[config.mk]
export PLATFORM = sky130hd
export DESIGN_NAME = dmem_interconnect
export DESIGN_NICKNAME = d
export VERILOG_FILES = /design/src/rtl/dmem_interconnect.sv
export SDC_FILE = /design/constraint.sdc
export NUM_CORES = 1
export LEC_CHECK = 0
export CAP_MARGIN = 20
export CORE_MARGIN = 3
export CORE_UTILIZATION = 30
export CTS_CLUSTER_DIAMETER = 30
export CTS_CLUSTER_SIZE = 30
export DETAILED_ROUTE_END_ITERATION = 10
export GPL_TIMING_DRIVEN = 0
export SYNTH_ARGS = -nofsm -noshare
export SYNTH_HDL_FRONTEND = slang
export SYNTH_SLANG_ARGS = --single-unit
export TNS_END_PERCENT = 30
[constraint.sdc]
create_clock -name clk -period 5.4 [get_ports clk]
set_input_delay 1.08 -clock clk [delete_from_list [all_inputs] [get_ports clk]]
set_output_delay 1.08 -clock clk [all_outputs]
set_load 0.03 [all_outputs]
[src/rtl/dmem_interconnect.sv]
// dmem_interconnect: routes one core data-memory port to NUM_SLAVES targets selected by the top address bits.
// Each access waits for the selected slave's ready, with a timeout watchdog and a sticky bus-error report.
module dmem_interconnect #(
  parameter int NUM_SLAVES = 4,
  parameter int SEL_BITS = 4,
  parameter int TIMEOUT = 255
) (
  input  logic                    clk,
  input  logic                    reset_n,
  input  logic [31:0]             dmem_address,
  input  logic                    dmem_enable,
  input  logic [31:0]             dmem_write_data,
  input  logic                    dmem_write_enable,
  input  logic [2:0]              dmem_write_mode,
  input  logic                    dmem_read_enable,
  input  logic [2:0]              dmem_read_mode,
  output logic [31:0]             dmem_read_data,
  output logic                    dmem_wait,
  output logic [NUM_SLAVES-1:0]   s_enable,
  output logic [31:0]             s_address,
  output logic [31:0]             s_write_data,
  output logic                    s_write_enable,
  output logic [2:0]              s_write_mode,
  output logic                    s_read_enable,
  output logic [2:0]              s_read_mode,
  input  logic [32*NUM_SLAVES-1:0] s_read_data,
  input  logic [NUM_SLAVES-1:0]   s_ready,
  input  logic                    err_clear,
  output logic                    bus_error,
  output logic [31:0]             error_address
);
  localparam logic [1:0] IDLE = 2'd0, ACCESS = 2'd1, ERROR = 2'd2, RESPOND = 2'd3;
  logic [1:0] state;
  logic [15:0] count;
  logic [SEL_BITS-1:0] sel;
  logic [NUM_SLAVES-1:0] onehot;
  logic [31:0] rdata;
  logic req, mapped, hit;
  assign sel = dmem_address[31 -: SEL_BITS];
  assign mapped = 32'(sel) < 32'(NUM_SLAVES);
  assign req = dmem_enable & (dmem_write_enable | dmem_read_enable);
  assign hit = |(s_ready & s_enable);
  assign dmem_wait = dmem_enable & (state != RESPOND);
  // s_enable is one-hot, so it doubles as the read-data mux select
  always_comb begin
    onehot = '0;
    rdata = '0;
    for (int i = 0; i < NUM_SLAVES; i++) begin
      onehot[i] = sel == SEL_BITS'(i);
      if (s_enable[i]) rdata = s_read_data[32*i +: 32];
    end
  end
  always_ff @(posedge clk) begin
    if (!reset_n) begin
      state <= IDLE;
      count <= '0;
      s_enable <= '0;
      s_address <= '0;
      s_write_data <= '0;
      s_write_enable <= 1'b0;
      s_write_mode <= '0;
      s_read_enable <= 1'b0;
      s_read_mode <= '0;
      dmem_read_data <= '0;
      bus_error <= 1'b0;
      error_address <= '0;
    end else begin
      if (err_clear) begin
        bus_error <= 1'b0;
        error_address <= '0;
      end
      case (state)
        IDLE: if (req) begin
          s_address <= dmem_address;
          s_write_data <= dmem_write_data;
          s_write_enable <= dmem_write_enable;
          s_write_mode <= dmem_write_mode;
          s_read_enable <= dmem_read_enable & ~dmem_write_enable;
          s_read_mode <= dmem_read_mode;
          count <= '0;
          s_enable <= mapped ? onehot : '0;
          state <= mapped ? ACCESS : ERROR;
        end
        ACCESS: if (hit) begin
          dmem_read_data <= s_read_enable ? rdata : '0;
          s_enable <= '0;
          state <= RESPOND;
        end else if (count == 16'(TIMEOUT - 1)) begin
          s_enable <= '0;
          state <= ERROR;
        end else count <= count + 16'd1;
        // a new error beats a same-cycle clear
        ERROR: begin
          dmem_read_data <= '0;
          s_enable <= '0;
          if (!bus_error || err_clear) begin
            bus_error <= 1'b1;
            error_address <= s_address;
          end
          state <= RESPOND;
        end
        default: state <= IDLE;
      endcase
    end
  end
endmodule

**Yosys cells after proc, flatten, opt, wreduce, memory -nomap -nowiden**

Cells that the tools add are included.

- Order comparisons: 1
- Bitwise operators: 6
- Add/subtract/negate cells: 1
- Reductions and logical operators: 13
- Eq/ne operators: 12
- Mux-type cells: 27

Operator list:

| kind | number |
|---|---|
| 2-to-1 mux 32 bit | 9 |
| one-hot mux 32 bit (2 select lines) | 1 |
| 2-to-1 mux 16 bit | 3 |
| one-hot mux 16 bit (2 select lines) | 1 |
| adder 16 x 1 -> 16 bit (second input constant) | 1 |
| == test 16 x 8 -> 1 bit (second input constant) | 1 |
| 2-to-1 mux 4 bit | 4 |
| one-hot mux 4 bit (3 select lines) | 1 |
| inequality test 2 bit (second input constant) | 5 |
| == test 4 x 2 -> 1 bit (second input constant) | 2 |
| 2-to-1 mux 2 bit | 4 |
| one-hot mux 2 bit (3 select lines) | 1 |
| AND reduction 2 bit | 3 |
| AND 4 bit | 1 |
| == test 4 x 1 -> 1 bit (second input constant) | 1 |
| logical NOT 4 bit | 1 |
| < comparator 4 x 3 -> 1 bit (second input constant) | 1 |
| AND reduction 4 bit | 1 |
| nonzero test 2 bit | 2 |
| OR reduction 4 bit | 1 |
| AND 1 bit | 3 |
| 2-to-1 mux 1 bit | 3 |
| inequality test 3 bit (second input constant) | 1 |
| AND reduction 3 bit | 1 |
| other kinds (8) | 8 |

- Flip-flop bits (word level): 159
- Input port bits: 208
- Word-level logic and storage cells: 72
- Output and inout port bits: 142

**Depth between registers and ports, before layout**

Gate-level depths: netlist of run 1.

- Depth after elaboration: 7
- Depth in mapped cells: 9
- Mapped depth without buffers: 7

**Worst setup path before layout of run 1**

Ideal clock, no wire load.

- Kind: in2out
- Start: input dmem_enable
- End: output dmem_wait
- Arrival: 1.535 ns
- Required time: 4.320 ns
- Setup slack: 2.785 ns
- Buffers on the path: 0
- Cell stages on the path: 1
- Path through: nor2b_1

- Cells in the longest elaborated chain, start to end: 1

Ends and longest elaborated chain:

| element | RTL line | RTL |
|---|---|---|
| start: declaration | 11 | `input logic dmem_enable,` |
| AND 1 bit | 43 | `assign dmem_wait = dmem_enable & (state != RESPOND);` |
| end: declaration | 18 | `output logic dmem_wait,` |

No other way between the ends.

**Worst setup path after layout of run 1**

Same ends and word-level chain as after synthesis.

==> results.cfg, run 1 <==
[status]
outcome = finished, final reports clean

[cells_and_area]
diodes = 0
drive_above_1_share_pct = 4.64
nets = 1451
area_growth_pct = 61.0
nFillCells = 2333

[setup_path]
end_kind = output pin
cp_cell_sequence = clkdlybuf4s50_1, nor2b_1, clkdlybuf4s50_1
cp_max_fo = 4
r2r_start = state[0]
slowest_delay_ps = 710
cp-start-kind = input port
r2r_cells = 7
startpoint = dmem_enable
crit_type = input port to output pin
cp.required_ps = 4320
slowest_stage = clkdlybuf4s50_1
critPathMostFrequentCell = clkdlybuf4s50_1
worstPathArrival_ps = 2510

[power_and_ir_drop]
vdd_drop_max_mv = 0.183
p_leak_nw = 3.95
p_per_area_mw_per_mm2 = 320
pwr-share-clk_pct = 32.4
p_seq_share_pct = 35.6
switching_share_pct = 34.9
power_switching_w = 0.00132
p_int_w = 0.00247
combPwrFrac_pct = 32.0
totalPowerFinal_w = 0.00379

[grt]
grt_pass1_wl_um = 43000
grt_pass1_vias = 7489
antenna_found_initial = 0
grt_overflow_total = 0
grt_max_degree = 17
grt_usage_pct = 20.8

[timing]
maxSlewViolCount = 0
rsz0062_at_grt = false
setup_viol = 0
fin_skew_ps = 9.70
fmax_mhz = 279
hold_viol = 0
fin_ws_ps = 1810
finalCriticalPeriod_ps = 3590
worstMarginPinSlew_ps = 718
finalCritPeriodShare_pct = 66.4
finalSetupTns_ps = 0
slew_headroom_pct = 51.7

[synthesis]
ys_ff_latch = 159
yosys-top-cells-area = dfxtp_1 43%, nand2_1 11%, a21boi_0 11%
synth_cells = 869
async_flop_share_pct = 0
synthAdderAreaFrac_pct = 1.02
synth_area_per_cell_um2 = 8.46
synthXorXnorAreaFrac_pct = 0.834
synth_most_common_cell = nand2_1
synthDistinctLibCells = 53
synth_edf_count = 0
yosysTopAreaCell = dfxtp_1
synth_compound_area_share_pct = 24.8
ys_warn_count = 0
ys.flop_type = dfxtp_1
synth-simple-area-share_pct = 24.5
ys_seq_area_share_pct = 43.3
yosys-top-cells-count = 221 x nand2_1, 159 x dfxtp_1, 106 x a21boi_0
synth_nets = 1083
synth_top_area_share_pct = 43.3
synthMuxAreaShare_pct = 0.817
synth_area_mm2 = 0.00735
synth_top_family_by_area = compound AO/OA/AOI/OAI gates

[placement]
gp_congestion = 0.843
numPortBuffers = 349
dp_slack_ps = 1800
hpwl_um = 22200

[die]
initial_core_util_pct = 30.9
rows = 56
dieArea_mm2 = 0.0264
die_w_um = 163
pin_count = 350
core_mm2 = 0.0238
fp.dieH_um = 163

[min_path]
hold_depth = 2
hold_class = flip-flop to flip-flop
min_from = s_write_mode[1]

[route]
vias = 7509
drc = 0
wirelength_um = 28500
antenna_left = 0
first_pass_iters = 4
wl_per_cell_um = 18.2
dr.first_iter.drc_count = 379
vias_per_cell = 4.79

[clocking]
htreeDepth = 4
clock-sinks = 159
clkLatencyLatePin_ps = 420
path_clk_slew_ps = 60
numCtsBuffers = 17
cts_resized = 0
clk_path_buf_depth = 2
cts_tree = done
hold_buffers = 0
post_cts_buffers = 0
cts_root_buf = clkbuf_16

[job]
maxCapViolCount = 0
registers in the layout, indices dropped and copies added, names as in the netlist:
name            count
bus_error           1
count              16
dmem_read_data     32
error_address      32
s_address          32
s_enable            4
s_read_enable       1
s_read_mode         3
s_write_data       32
s_write_enable      1
s_write_mode        3
state               2
cell type report:
cell class,instances,area [µm²],area share (%)
Tap cell,319,399,3.37
Clock buffer,18,439,3.71
Inverter,9,33.8,0.286
Clock inverter,13,151,1.28
Timing Repair Buffer,349,3490,29.5
Sequential cell,159,3180,26.9
Buffer,74,310,2.62
Multi-Input combinational cell,627,3820,32.3
power groups by stage:
stage / clock network [W] / logic (W) / registers [W]
6_report: 0.00123 / 0.00121 / 0.00135
4_1_cts: 0.00126 / 0.00123 / 0.00135
3_3_place_gp: 0 / 0.00122 / 0.00137
2_1_floorplan: 0 / 0.000465 / 0.00156
3_5_place_dp: 0 / 0.00122 / 0.00138
5_1_grt: 0.00131 / 0.00132 / 0.00136
placed cells by master, fill, tap and decap left out, types with 3 or more instances in the layout:
cell and count:
clkdlybuf4s50_1 349, nand2_1 221, dfxtp_1 159, a21boi_0 106
nor2b_1 69, clkbuf_1 60, nand3b_1 34, a22oi_1 33
a221oi_1 32, o31ai_1 32, clkbuf_16 17, nor2_1 12
buf_2 11, inv_1 9, o21ai_0 7, a21oi_1 6
nor4_1 6, nand3_1 6, mux2i_1 6, xnor2_1 6
ha_1 6, inv_6 5, and2_1 3, nor3_1 3
nand4_1 3, clkinvlp_4 3
logic make-up (layout without fill, tap and decap cells):
group	Yosys count	after routing
adders and majority gates	6	6
and+or+nand+nor	371	371
DFF	159	159
xor gates and xnor gates	7	7
muxes	6	6
AOI/OAI and AO/OA	237	237
buffers and inverters	83	463
worst max-delay path, delay by kind of cell:
kind / cells / cell delay, ps
buffers and inverters: 2 / 1260
AND/OR/NAND/NOR: 1 / 170
final timing paths:
check               endpoint  slack [ps]
max reg2reg    s_address[28]        2910
min          s_write_mode[1]         460
max                dmem_wait        1810
min reg2reg  s_write_mode[1]         460
routing by layer:
metal	up-vias	GRT usage [%]	share of wire [%]
met5	-	0	0
met2	280	36.3	47
li1	3767	-	-
met1	3445	23.5	41
met3	17	9.36	11
met4	0	4.15	0.96
metrics by stage:
stage / util (%) / hold slack [ps] / std cells / area [µm²]
2_1_floorplan: - / 452 / 869 / 7350
3_3_place_gp: 47.3 / 449 / 1537 / 11200
3_5_place_dp: 47.3 / 456 / 1537 / 11200
4_1_cts: 49.8 / 465 / 1568 / 11800
5_1_grt: 49.8 / 483 / 1568 / 11800
6_report: 49.8 / 460 / 1568 / 11800
(Power assumes the default switching activity.)
==> run 2: changes to the inputs <==
- clock period: 5.4 -> 3.1 ns (I/O delays scaled with it)
==> results of run 2 <==
The final DEF is identical to that of run 1. Status: finished, final reports clean.
Among the figures that moved: setup slack after placement 1800 ps -> -0.567 ps; setup slack after layout 1810 ps -> 432 ps; register-to-register setup slack 2910 ps -> 610 ps; total power 0.00379 W -> 0.00660 W; worst IR drop on VDD 0.183 mV -> 0.318 mV
